**src/rtl/ram_arbiter.sv**
```systemverilog
// Two-port arbiter onto a single-port synchronous RAM: grant, issue and capture take 3 cycles per access.
// Define RAM_ARBITER_ROUND_ROBIN_EN for round-robin ties; otherwise requester 0 has fixed priority.
module ram_arbiter (
  input  logic        clk,
  input  logic        reset,
  input  logic        req0,
  input  logic [15:0] addr0,
  input  logic [31:0] wdata0,
  input  logic        we0,
  output logic        gnt0,
  output logic        ack0,
  input  logic        req1,
  input  logic [15:0] addr1,
  input  logic [31:0] wdata1,
  input  logic        we1,
  output logic        gnt1,
  output logic        ack1,
  output logic [31:0] rdata,
  output logic [15:0] address,
  output logic [31:0] data,
  output logic        wren,
  input  logic [31:0] q
);

  localparam logic [1:0] IDLE    = 2'd0;
  localparam logic [1:0] ISSUE   = 2'd1;
  localparam logic [1:0] CAPTURE = 2'd2;

  logic [1:0]  state_q, state_d;
  logic        gnt0_q, gnt0_d;
  logic        gnt1_q, gnt1_d;
  logic        ack0_q, ack0_d;
  logic        ack1_q, ack1_d;
  logic [31:0] rdata_q, rdata_d;
  logic [15:0] address_q, address_d;
  logic [31:0] data_q, data_d;
  logic        wren_q, wren_d;
  logic        last_q, last_d;
  logic        win;

  // last_q also identifies the requester owning the access in flight.
`ifdef RAM_ARBITER_ROUND_ROBIN_EN
  assign win = (req0 & req1) ? ~last_q : req1;
`else
  assign win = ~req0;
`endif

  always_comb begin
    state_d   = state_q;
    gnt0_d    = 1'b0;
    gnt1_d    = 1'b0;
    ack0_d    = 1'b0;
    ack1_d    = 1'b0;
    rdata_d   = rdata_q;
    address_d = address_q;
    data_d    = data_q;
    wren_d    = 1'b0;
    last_d    = last_q;
    case (state_q)
      IDLE: begin
        if (req0 | req1) begin
          last_d    = win;
          address_d = win ? addr1  : addr0;
          data_d    = win ? wdata1 : wdata0;
          wren_d    = win ? we1    : we0;
          gnt0_d    = ~win;
          gnt1_d    = win;
          state_d   = ISSUE;
        end
      end
      ISSUE: begin
        state_d = CAPTURE;
      end
      CAPTURE: begin
        rdata_d = q;
        ack0_d  = ~last_q;
        ack1_d  = last_q;
        state_d = IDLE;
      end
      default: begin
        state_d = IDLE;
      end
    endcase
  end

  always_ff @(posedge clk) begin
    if (reset) begin
      state_q   <= IDLE;
      gnt0_q    <= 1'b0;
      gnt1_q    <= 1'b0;
      ack0_q    <= 1'b0;
      ack1_q    <= 1'b0;
      rdata_q   <= 32'd0;
      address_q <= 16'd0;
      data_q    <= 32'd0;
      wren_q    <= 1'b0;
      last_q    <= 1'b1;
    end else begin
      state_q   <= state_d;
      gnt0_q    <= gnt0_d;
      gnt1_q    <= gnt1_d;
      ack0_q    <= ack0_d;
      ack1_q    <= ack1_d;
      rdata_q   <= rdata_d;
      address_q <= address_d;
      data_q    <= data_d;
      wren_q    <= wren_d;
      last_q    <= last_d;
    end
  end

  assign gnt0    = gnt0_q;
  assign gnt1    = gnt1_q;
  assign ack0    = ack0_q;
  assign ack1    = ack1_q;
  assign rdata   = rdata_q;
  assign address = address_q;
  assign data    = data_q;
  assign wren    = wren_q;

endmodule

```
**config.mk**
```make
export PLATFORM = sky130hd
export DESIGN_NAME = ram_arbiter
export DESIGN_NICKNAME = d
export VERILOG_FILES = /design/src/rtl/ram_arbiter.sv
export SDC_FILE = /design/constraint.sdc
export NUM_CORES = 1
export LEC_CHECK = 0
export CAP_MARGIN = 20
export CORE_MARGIN = 2
export CORE_UTILIZATION = 40
export DETAILED_ROUTE_END_ITERATION = 6
export PLACE_DENSITY = 0.89
export SLEW_MARGIN = 20
export SYNTH_ARGS = -nofsm -noshare
export SYNTH_HDL_FRONTEND = slang
export SYNTH_SLANG_ARGS = --single-unit
```
**constraint.sdc**
```tcl
create_clock -name clk -period 3.89 [get_ports clk]
set_input_delay 0.389 -clock clk [delete_from_list [all_inputs] [get_ports clk]]
set_output_delay 0.389 -clock clk [all_outputs]
set_load 0.01 [all_outputs]
```
* Word level (Yosys, flattened, before mapping)
Index checks and enable logic that the tools add are counted.
** Operators by class
- Eq/ne operators :: 3
- Muxes and demuxes :: 5
- Bitwise operators :: 6
- Reduce and logical (&&, ||, !) cells :: 4
** Operator list (number)
- two-way mux 32 bit :: 1
- two-way mux 16 bit :: 1
- inverter 1 bit :: 5
- case mux 2 bit (2 select lines) :: 1
- OR reduction 3 bit :: 1
- equality test 2 x 1 -> 1 bit, second input constant :: 1
- equality test 2 bit, second input constant :: 1
- logical NOT 2 bit :: 1
- two-way mux 2 bit :: 1
- != test 2 bit, second input constant :: 1
- AND reduction 2 bit :: 1
- OR reduction 2 bit :: 1
- two-way mux 1 bit :: 1
- OR 1 bit :: 1
** Storage, ports and cells
- Register bits after elaboration :: 88
- Input bits :: 134

* Longest topological paths before layout
Gate-level depths: netlist (run 1).
- Word-level depth :: 3
- Depth in mapped cells :: 7
- Depth with buffers taken out :: 3

* Least setup slack after synthesis (run 1)
No wires, ideal clock.
- Kind :: input to register
- Start :: input port req0
- End :: register address_q[5], in the netlist address[5]
- Library setup time :: 0.146 ns
- Data arrival time :: 1.412 ns
- Data required time :: 3.744 ns
- Slack :: 2.332 ns
- Stages :: 7
- Cells stage by stage :: buf_2 -> or2_1 -> clkbuf_1 -> buf_2 -> buf_2 -> a21oi_1 -> a211oi_2
** Between the ends
- Cells in the longest elaborated chain, start to end :: 2
- Elaborated cells between the ends (all ways) :: 3
- Those cells by class :: mux (1); bitwise (1); reduce/logical (1)
** RTL lines
- from (decl) :: line 6 : input logic req0,
- OR 1 bit :: line 61 : if (req0 | req1) begin
- AND reduction 2 bit (no source line)
- to (signal assigned) :: line 105 : address_q <= address_d;
- to (decl) :: line 35 : logic [15:0] address_q, address_d;
Several ways; a longest one is shown, not always the timed one.
A chain may end at the register's enable or synchronous reset.

* Worst setup path after layout (run 1)
- Start :: register state_q[1]
- End :: register data_q[22], in the netlist data[22]
** Between the ends
- Cells in the longest elaborated chain, start to end :: 2
** RTL lines
- from (decl) :: line 29 : logic [1:0] state_q, state_d;
- from (signal assigned) :: line 99 : state_q <= state_d;
- logical NOT 2 bit :: line 59 : case (state_q)
- AND reduction 2 bit (no source line)
- to (signal assigned) :: line 106 : data_q <= data_d;
- to (decl) :: line 36 : logic [31:0] data_q, data_d;
Every way passes these cells.

==> flow_metrics.py, run 1 <==
metrics = {
    "run_status": {
        "status": "finished clean",
    },
    "setup_path": {
        "cp-end-kind": "register",
        "reg2reg_from": "state_q[1]$_SDFFE_PP0P_",
        "crit_chain": "nor2_4 > buf_4 > and2_4 > a211oi_1",
        "crit_path_max_incr_delay_ns": 0.66,
        "setup.worst_path.start": "state_q[1]$_SDFFE_PP0P_",
        "cp_data_arrival_time_ns": 2.16,
        "worstReg2RegEnd": "data[22]$_SDFFE_PP0P_",
        "path_max_fanout": 50,
        "cp-start-kind": "register",
        "critical_path_class": "reg2reg",
        "crit_path_top_delay_cell": "and2_4",
        "cp.required_ns": 4.07,
        "rrSetupSlack_ns": 1.92,
        "rr_worst_depth": 4,
    },
    "route": {
        "drt-pass1-iter-count": 4,
        "vias": 3593,
        "drt.antenna.violating_nets": 0,
        "drt-initial-drc-count": 112,
        "post-route-drc-count": 0,
        "post_drt_wl_per_cell_um": 16.00,
        "viasPerCell": 5.215,
        "routed_wl_um": 11030,
    },
    "logic_synthesis": {
        "synth_top_area_share": 0.4850,
        "synth_area_leaders": "dfxtp_1, mux2i_1, a21oi_1",
        "yosys_warnings": 0,
        "syn_nets": 518,
        "yosysMostFrequentCell": "dfxtp_1",
        "syn_avg_cell_area_um2": 9.459,
        "ys_seq_elements": 88,
        "synth_edf_count": 0,
        "yosysSeqAreaShare": 0.4850,
        "yosys.area.top_type": "dfxtp_1",
        "synth_cell_types": 19,
        "synth_area_mm2": 0.003632,
        "syn_inst": 384,
        "synthTopCellsByCount": "dfxtp_1, a21oi_1, nand2_1",
        "ys_async_sr_fraction": 0,
        "synth_flop_cell": "dfxtp_1",
    },
    "sta": {
        "hold_viol": 0,
        "fin_skew_ns": 0.009883,
        "final_max_slew_viol_count": 0,
        "finalSetupViolations": 0,
        "fin_crit_sh": 0.5072,
        "relSlewSlack": 0.3394,
        "fin_tns_setup_ns": 0,
        "fmaxAchievable_ghz": 0.5068,
        "worst_pin_slew_ns": 0.9909,
        "rsz0062_at_grt": "false",
        "post-route-min-period_ns": 1.973,
    },
    "floorplanning": {
        "die_w_um": 99.29,
        "ios": 219,
        "dieArea_mm2": 0.009859,
        "row_count": 34,
        "core_area_mm2": 0.008763,
        "die_h_um": 99.29,
        "initial_core_util": 0.4145,
    },
    "global_route": {
        "grtUsageMet2": 0.3851,
        "track_usage": 0.2185,
        "antenna_found_initial": 1,
        "grt_start_max_net_pins": 89,
        "grt_pass1_vias": 3572,
        "overflow": 0,
        "use_met3": 0.06325,
        "grt_busiest_layer": "met2",
        "gr-usage-met1": 0.2421,
        "grt_pass1_wl_um": 17330,
    },
    "clock_tree": {
        "cts_tree": "yes",
        "cts_resized": 0,
        "postCtsSetupBuffers": 0,
        "path_clk_slew_ns": 0.09,
        "hold_buffers": 0,
        "cts_root_buf": "clkbuf_8",
        "cts_buffers": 9,
        "cts_sinks": 88,
        "ctsHtreeMaxLevel": 3,
        "insertion_delay_ns": 0.35,
        "clock_path_buffers": 2,
    },
    "min_path": {
        "holdPathStages": 1,
        "min_from": "last_q$_SDFFE_PP1P_",
        "hp-class": "reg2reg",
        "whs_endpoint": "ack0$_SDFF_PP0_",
    },
    "placement": {
        "io_buffers": 218,
        "gp_congestion": 0.7261,
        "place_inst": 673,
        "place_hpwl_um": 8075,
        "placed_area_mm2": 0.005792,
    },
    "power": {
        "power_density_mw_per_mm2": 377.0,
        "p_seq_frac": 0.448,
        "leakage_uw": 0.002218,
        "sw_frac_of_total": 0.2675,
        "p_clk_frac": 0.304,
        "internal_power_uw": 1661,
        "p_sw_uw": 606.7,
        "pwr-share-comb": 0.248,
        "irDropWorstVdd_mv": 0.2123,
    },
    "finish": {
        "syn2layout_area_growth_pct": 65.62,
        "fin_nets": 710,
        "drive_gt1_frac": 0.07759,
        "final_area_mm2": 0.006016,
        "stdcell_count": 689,
    },
    "flow_run": {
        "cap_viol_max_count": 0,
    },
}
-- worst max-delay path by stage --
stage                                   end  slack (ns)
CTS                   data[18]$_SDFFE_PP0P_        1.92
detailed placement     data[7]$_SDFFE_PP0P_        1.71
global placement      data[31]$_SDFFE_PP0P_        1.81
floorplan           address[5]$_SDFFE_PP0P_        2.33
finish                data[22]$_SDFFE_PP0P_        1.92
global route          data[31]$_SDFFE_PP0P_        1.77
-- cell type report --
type                            instances  area, um2
Tap cell                              108      135.1
Sequential cell                        88       1762
Clock inverter                          6      92.59
Timing Repair Buffer                  221       2197
Multi-Input combinational cell        256       1703
Fill cell                             700       2748
Antenna cell                            1      2.502
Clock buffer                            9      123.9
-- cell families after synthesis --
| logic type | synth area share |
|---|---|
| mux | 0.1350 |
| buf+inv | 0.05098 |
| flops | 0.4850 |
| compound gates | 0.2394 |
| simple gates | 0.08956 |
-- per-stage QoR --
stage	setup WS [ns]	utilization	total power, uW	hold slack [ns]
floorplan	2.332	-	1286	0.4178
global placement	1.807	0.6606	1584	0.4310
detailed placement	1.709	0.6609	1601	0.4363
CTS	1.917	0.6856	2293	0.4516
global route	1.775	0.6865	2378	0.4725
finish	1.917	0.6865	2268	0.4530
-- critical path: cells and delay by family (launching register included) --
family | cells | cell delay [ns]
and+or+nand+nor | 2 | 0.78
DFF | 1 | 0.39
buffers and inverters | 1 | 0.44
AOI/OAI and AO/OA | 1 | 0.17
-- layer usage --
| layer | vias up | part of all wire |
|---|---|---|
| li1 | 1742 | - |
| met1 | 1680 | 0.39 |
| met2 | 145 | 0.50 |
| met3 | 26 | 0.080 |
| met4 | 0 | 0.031 |
| met5 | - | 0 |
-- cell usage in the layout (no fill, tap or decap), types with 3 or more instances in the layout --
master and count:
clkdlybuf4s50_1 216, dfxtp_1 88, a21oi_1 80, nand2_1 65, mux2i_1 49, a211oi_1 28
a211oi_2 20, clkbuf_8 9, buf_4 4, nor3b_1 3, nor3_1 3
-- registers in the layout, indices dropped and copies added, names as in the netlist --
name and cells:
gnt1 1, ack0 1, data 32, rdata 32, state_q 2, wren 1, last_q 1, gnt0 1
ack1 1, address 16
-- power by group through the flow --
stage	Combinational, uW	Sequential, uW	Clock [uW]
2_1_floorplan	221	1070	0
3_3_place_gp	550	1030	0
3_5_place_dp	566	1040	0
4_1_cts	567	1020	710
5_1_grt	604	1030	749
6_report	562	1020	690
Note: power is estimated with default switching activity, not from simulation.
==> run 2: changes to the inputs <==
- CORE_UTILIZATION: 40 -> 37
- PLACE_DENSITY: 0.89 -> 0.84
- clock period: 3.89 -> 1.89 ns (I/O delays scaled with it)
==> run 2 against run 1 <==
  * Clock skew fell by 0.0054 ns
  * Cell area rose by 1.9%
  * Largest cell class unchanged
  * Via count fell by 0.86%
  * Worst setup slack got worse by 1.6 ns
  * Fmax rose by 27%
  * Largest power group unchanged
==> flow_metrics.py, run 2 (synthesized netlist as in run 1, its figures left out) <==
metrics = {
    "clock_tree": {
        "ctsHtreeMaxLevel": 3,
        "hold_buffers": 0,
        "clock_path_buffers": 2,
        "cts_sinks": 88,
        "insertion_delay_ns": 0.36,
        "cts_root_buf": "clkbuf_8",
        "cts_tree": "yes",
        "cts_buffers": 9,
        "postCtsSetupBuffers": 0,
        "path_clk_slew_ns": 0.09,
        "cts_resized": 0,
    },
    "setup_path": {
        "cp-end-kind": "register",
        "critical_path_class": "reg2reg",
        "cp.required_ns": 2.09,
        "cp_data_arrival_time_ns": 1.76,
        "cp-start-kind": "register",
        "path_max_fanout": 48,
    },
    "sta": {
        "post-route-min-period_ns": 1.554,
        "fin_skew_ns": 0.004484,
        "rsz0062_at_grt": "false",
        "finalSetupViolations": 0,
        "fin_tns_setup_ns": 0,
        "hold_viol": 0,
        "worst_pin_slew_ns": 0.6445,
        "relSlewSlack": 0.5703,
        "final_max_slew_viol_count": 0,
        "fmaxAchievable_ghz": 0.6435,
        "fin_crit_sh": 0.8222,
    },
    "route": {
        "vias": 3562,
        "drt-initial-drc-count": 103,
        "viasPerCell": 4.947,
        "drt-pass1-iter-count": 4,
        "post-route-drc-count": 0,
        "drt.antenna.violating_nets": 0,
        "post_drt_wl_per_cell_um": 15.54,
        "routed_wl_um": 11190,
    },
    "finish": {
        "seqCellArea_mm2": 0.001762,
        "multi_input_area_mm2": 0.001695,
        "drive_gt1_frac": 0.08688,
        "fillCellCount": 844,
        "final_common_cell": "clkdlybuf4s50_1",
        "final_cell_mix": "clkdlybuf4s50_1, dfxtp_1, a21oi_1",
        "syn2layout_area_growth_pct": 68.83,
        "final_area_mm2": 0.006132,
        "antenna_cells": 0,
        "stdcell_count": 720,
        "fin_nets": 716,
    },
    "floorplanning": {
        "core_area_mm2": 0.009639,
        "ios": 219,
        "initial_core_util": 0.3768,
        "row_count": 36,
        "die_w_um": 103.1,
        "die_h_um": 103.1,
        "dieArea_mm2": 0.01063,
    },
    "global_route": {
        "grt_pass1_wl_um": 16640,
        "grt_pass1_vias": 3428,
        "antenna_found_initial": 0,
        "overflow": 0,
        "track_usage": 0.2015,
        "grt_start_max_net_pins": 51,
    },
    "run_status": {
        "status": "finished clean",
    },
    "power": {
        "leakage_uw": 0.002276,
        "irDropWorstVdd_mv": 0.4581,
        "power_density_mw_per_mm2": 788.4,
    },
    "flow_run": {
        "cap_viol_max_count": 0,
    },
    "placement": {
        "io_buffers": 218,
        "gp_congestion": 0.7872,
        "placed_area_mm2": 0.005891,
        "place_inst": 704,
        "place_hpwl_um": 8239,
    },
    "min_path": {
        "hp-class": "in2reg",
    },
}
-- run 2: worst paths after layout --
| path | startpoint | end | slack (ns) | cells past startpoint |
|---|---|---|---|---|
| worst max-delay path | state_q[1]$_SDFFE_PP0P_ | data[6]$_SDFFE_PP0P_ | 0.34 | 3 |
| worst min-delay path | reset | state_q[0]$_SDFFE_PP0P_ | 0.32 | 2 |
| worst max register to register | state_q[1]$_SDFFE_PP0P_ | data[6]$_SDFFE_PP0P_ | 0.34 | 3 |
| worst min register to register | last_q$_SDFFE_PP1P_ | ack0$_SDFF_PP0_ | 0.45 | 1 |
-- run 2: metal layers --
metal | GRT usage | up-vias | wire length [um] | part of all wire
met4 | 0.08907 | 0 | 231 | 0.021
met2 | 0.3561 | 121 | 5617 | 0.50
met5 | 0 | - | 0 | 0
met1 | 0.2331 | 1669 | 4547 | 0.41
li1 | - | 1756 | - | -
met3 | 0.04407 | 16 | 792 | 0.071
-- run 2: through the flow --
stage	hold WS, ns	util	power [uW]	worst slack, ns
floorplan	0.3250	-	2647	0.5098
finish	0.3167	0.6362	4835	0.3361
global placement	0.4324	0.6111	3279	0.2412
global route	0.3278	0.6362	5045	0.2085
detailed placement	0.4364	0.6111	3314	0.1470
CTS	0.2972	0.6362	4871	0.3471
-- run 2: cell type report --
cell class / instances / area share
clock buffers: 9 / 0.02020
clock inverters: 7 / 0.01918
multi-input cells: 256 / 0.2765
flip-flops and latches: 88 / 0.2873
well taps: 133 / 0.02714
repair buffers: 227 / 0.3697
-- run 2: power breakdown --
| part | leakage, uW | internal [uW] | switching, uW |
|---|---|---|---|
| Clock | 0.000124 | 883 | 685 |
| Sequential | 0.000725 | 2010 | 80.9 |
| Combinational | 0.00143 | 676 | 502 |
| Total | 0.00228 | 3570 | 1270 |
-- run 2: worst max-delay path, stage by stage (launching register included) --
cell	delay [ns]
dfxtp_1	0.37
nor2_4	0.23
and2_4	0.60
a211oi_1	0.17
==> run 3: changes to the inputs <==
- CORE_UTILIZATION: 37 -> 34
- PLACE_DENSITY: 0.84 -> 0.81
- clock period: 1.89 -> 1.3 ns (I/O delays scaled with it)
==> run 3 against run 2 <==
  * Die area up 8.5%
  * Sequential power grew 45%
  * Routed wire length grew 0.57%
==> flow_metrics.py, run 3 (synthesized netlist as in run 1, its figures left out) <==
metrics = {
    "run_status": {
        "status": "finished clean",
    },
    "floorplanning": {
        "initial_core_util": 0.3503,
        "die_h_um": 107.4,
        "die_w_um": 107.4,
        "ios": 219,
        "row_count": 37,
        "core_area_mm2": 0.01037,
        "dieArea_mm2": 0.01153,
    },
    "route": {
        "routed_wl_um": 11250,
        "post_drt_wl_per_cell_um": 15.42,
        "drt-pass1-iter-count": 4,
        "viasPerCell": 4.960,
        "drt.antenna.violating_nets": 0,
        "vias": 3621,
        "post-route-drc-count": 0,
        "drt-initial-drc-count": 98,
    },
    "global_route": {
        "grt_pass1_wl_um": 17440,
        "grt_start_max_net_pins": 35,
        "antenna_found_initial": 0,
        "grt_pass1_vias": 3596,
        "overflow": 0,
        "track_usage": 0.1890,
    },
    "sta": {
        "fin_crit_sh": 0.9360,
        "worst_pin_slew_ns": 0.3922,
        "fin_skew_ns": 0.01084,
        "hold_viol": 0,
        "rsz0062_at_grt": "false",
        "finalSetupViolations": 0,
        "post-route-min-period_ns": 1.217,
        "final_max_slew_viol_count": 0,
        "fin_tns_setup_ns": 0,
        "fmaxAchievable_ghz": 0.8218,
        "relSlewSlack": 0.7386,
    },
    "clock_tree": {
        "cts_tree": "yes",
        "insertion_delay_ns": 0.35,
        "cts_buffers": 9,
        "cts_root_buf": "clkbuf_8",
        "clock_path_buffers": 2,
        "path_clk_slew_ns": 0.09,
        "cts_sinks": 88,
        "ctsHtreeMaxLevel": 3,
    },
    "finish": {
        "multi_input_area_mm2": 0.001719,
        "antenna_cells": 0,
        "seqCellArea_mm2": 0.001762,
        "final_area_mm2": 0.006077,
        "fillCellCount": 956,
        "syn2layout_area_growth_pct": 67.31,
        "final_common_cell": "clkdlybuf4s50_1",
        "final_cell_mix": "clkdlybuf4s50_1, dfxtp_1, dlygate4sd2_1",
        "stdcell_count": 730,
        "drive_gt1_frac": 0.1010,
        "fin_nets": 723,
    },
    "min_path": {
        "hp-class": "in2reg",
        "min_from": "reset",
        "holdPathStages": 2,
        "whs_endpoint": "rdata[5]$_SDFFE_PP0N_",
    },
    "power": {
        "irDropWorstVdd_mv": 0.5041,
        "power_density_mw_per_mm2": 1045,
        "leakage_uw": 0.002615,
    },
    "setup_path": {
        "rr_worst_depth": 4,
        "crit_path_top_delay_cell": "dfxtp_1",
        "cp-start-kind": "register",
        "reg2reg_from": "state_q[1]$_SDFFE_PP0P_",
        "rrSetupSlack_ns": 0.08,
        "cp_data_arrival_time_ns": 1.45,
        "worstReg2RegEnd": "last_q$_SDFFE_PP1P_",
        "path_max_fanout": 5,
        "critical_path_class": "reg2reg",
        "crit_buf_inv": 1,
        "cp-end-kind": "register",
        "crit_chain": "nor2_4 > buf_4 > nand2_1 > a211o_1",
        "cp.required_ns": 1.54,
        "critPathTopFamily": "flip-flops",
        "crit_path_max_incr_delay_ns": 0.34,
    },
    "placement": {
        "place_inst": 713,
        "placed_area_mm2": 0.005989,
        "gp_congestion": 0.7514,
        "io_buffers": 218,
        "place_hpwl_um": 8205,
    },
    "flow_run": {
        "cap_viol_max_count": 0,
    },
}
[run 3: power by group]
group          internal (uW)  switching, uW  total, uW
logic                    892            748       1640
clock network            703            981       1680
registers               2920            109       3030
[run 3: stage by stage]
| stage | util | hold WS [ns] | worst slack (ns) | power, uW |
|---|---|---|---|---|
| 2_1_floorplan | - | 0.2660 | 0.0008511 | 3850 |
| 3_3_place_gp | 0.5776 | 0.4394 | -0.2927 | 4824 |
| 3_5_place_dp | 0.5776 | 0.4383 | -0.3555 | 4868 |
| 4_1_cts | 0.5846 | 0.1605 | 0.06227 | 6423 |
| 5_1_grt | 0.5860 | 0.1701 | 0.002854 | 6673 |
| 6_report | 0.5860 | 0.1890 | 0.08319 | 6351 |
[run 3: final cells by class]
| type | count | share of cell area |
|---|---|---|
| tap | 136 | 0.02800 |
| clock buffer | 10 | 0.02100 |
| clock inverter | 6 | 0.007000 |
| multi-input combinational | 257 | 0.2829 |
| timing repair buffer | 233 | 0.3712 |
| sequential | 88 | 0.2899 |
[run 3: metal layers]
metal	wire, um	track usage
met1	4535	0.2144
met4	281	0.07875
met3	769	0.04358
met2	5667	0.3395
met5	0	0
[run 3: repair_timing]
| action | 4_1_cts | 5_1_grt |
|---|---|---|
| endpoints found under the setup margin | 122 | 3 |
| gates cloned | 1 | 0 |
| gates resized for setup | 86 | 3 |
| hold buffers | 0 | 0 |
| buffers inserted | 0 | 0 |
[run 3: how the worst max path moves through the flow]
| stage | cells past startpoint | end | startpoint |
|---|---|---|---|
| after floorplan | 7 | address[5]$_SDFFE_PP0P_ | req0 |
| after global placement | 4 | data[10]$_SDFFE_PP0P_ | req1 |
| after detailed placement | 4 | data[6]$_SDFFE_PP0P_ | req1 |
| after CTS | 5 | data[23]$_SDFFE_PP0P_ | state_q[1]$_SDFFE_PP0P_ |
| after global routing | 5 | address[2]$_SDFFE_PP0P_ | state_q[1]$_SDFFE_PP0P_ |
| final | 4 | last_q$_SDFFE_PP1P_ | state_q[1]$_SDFFE_PP0P_ |
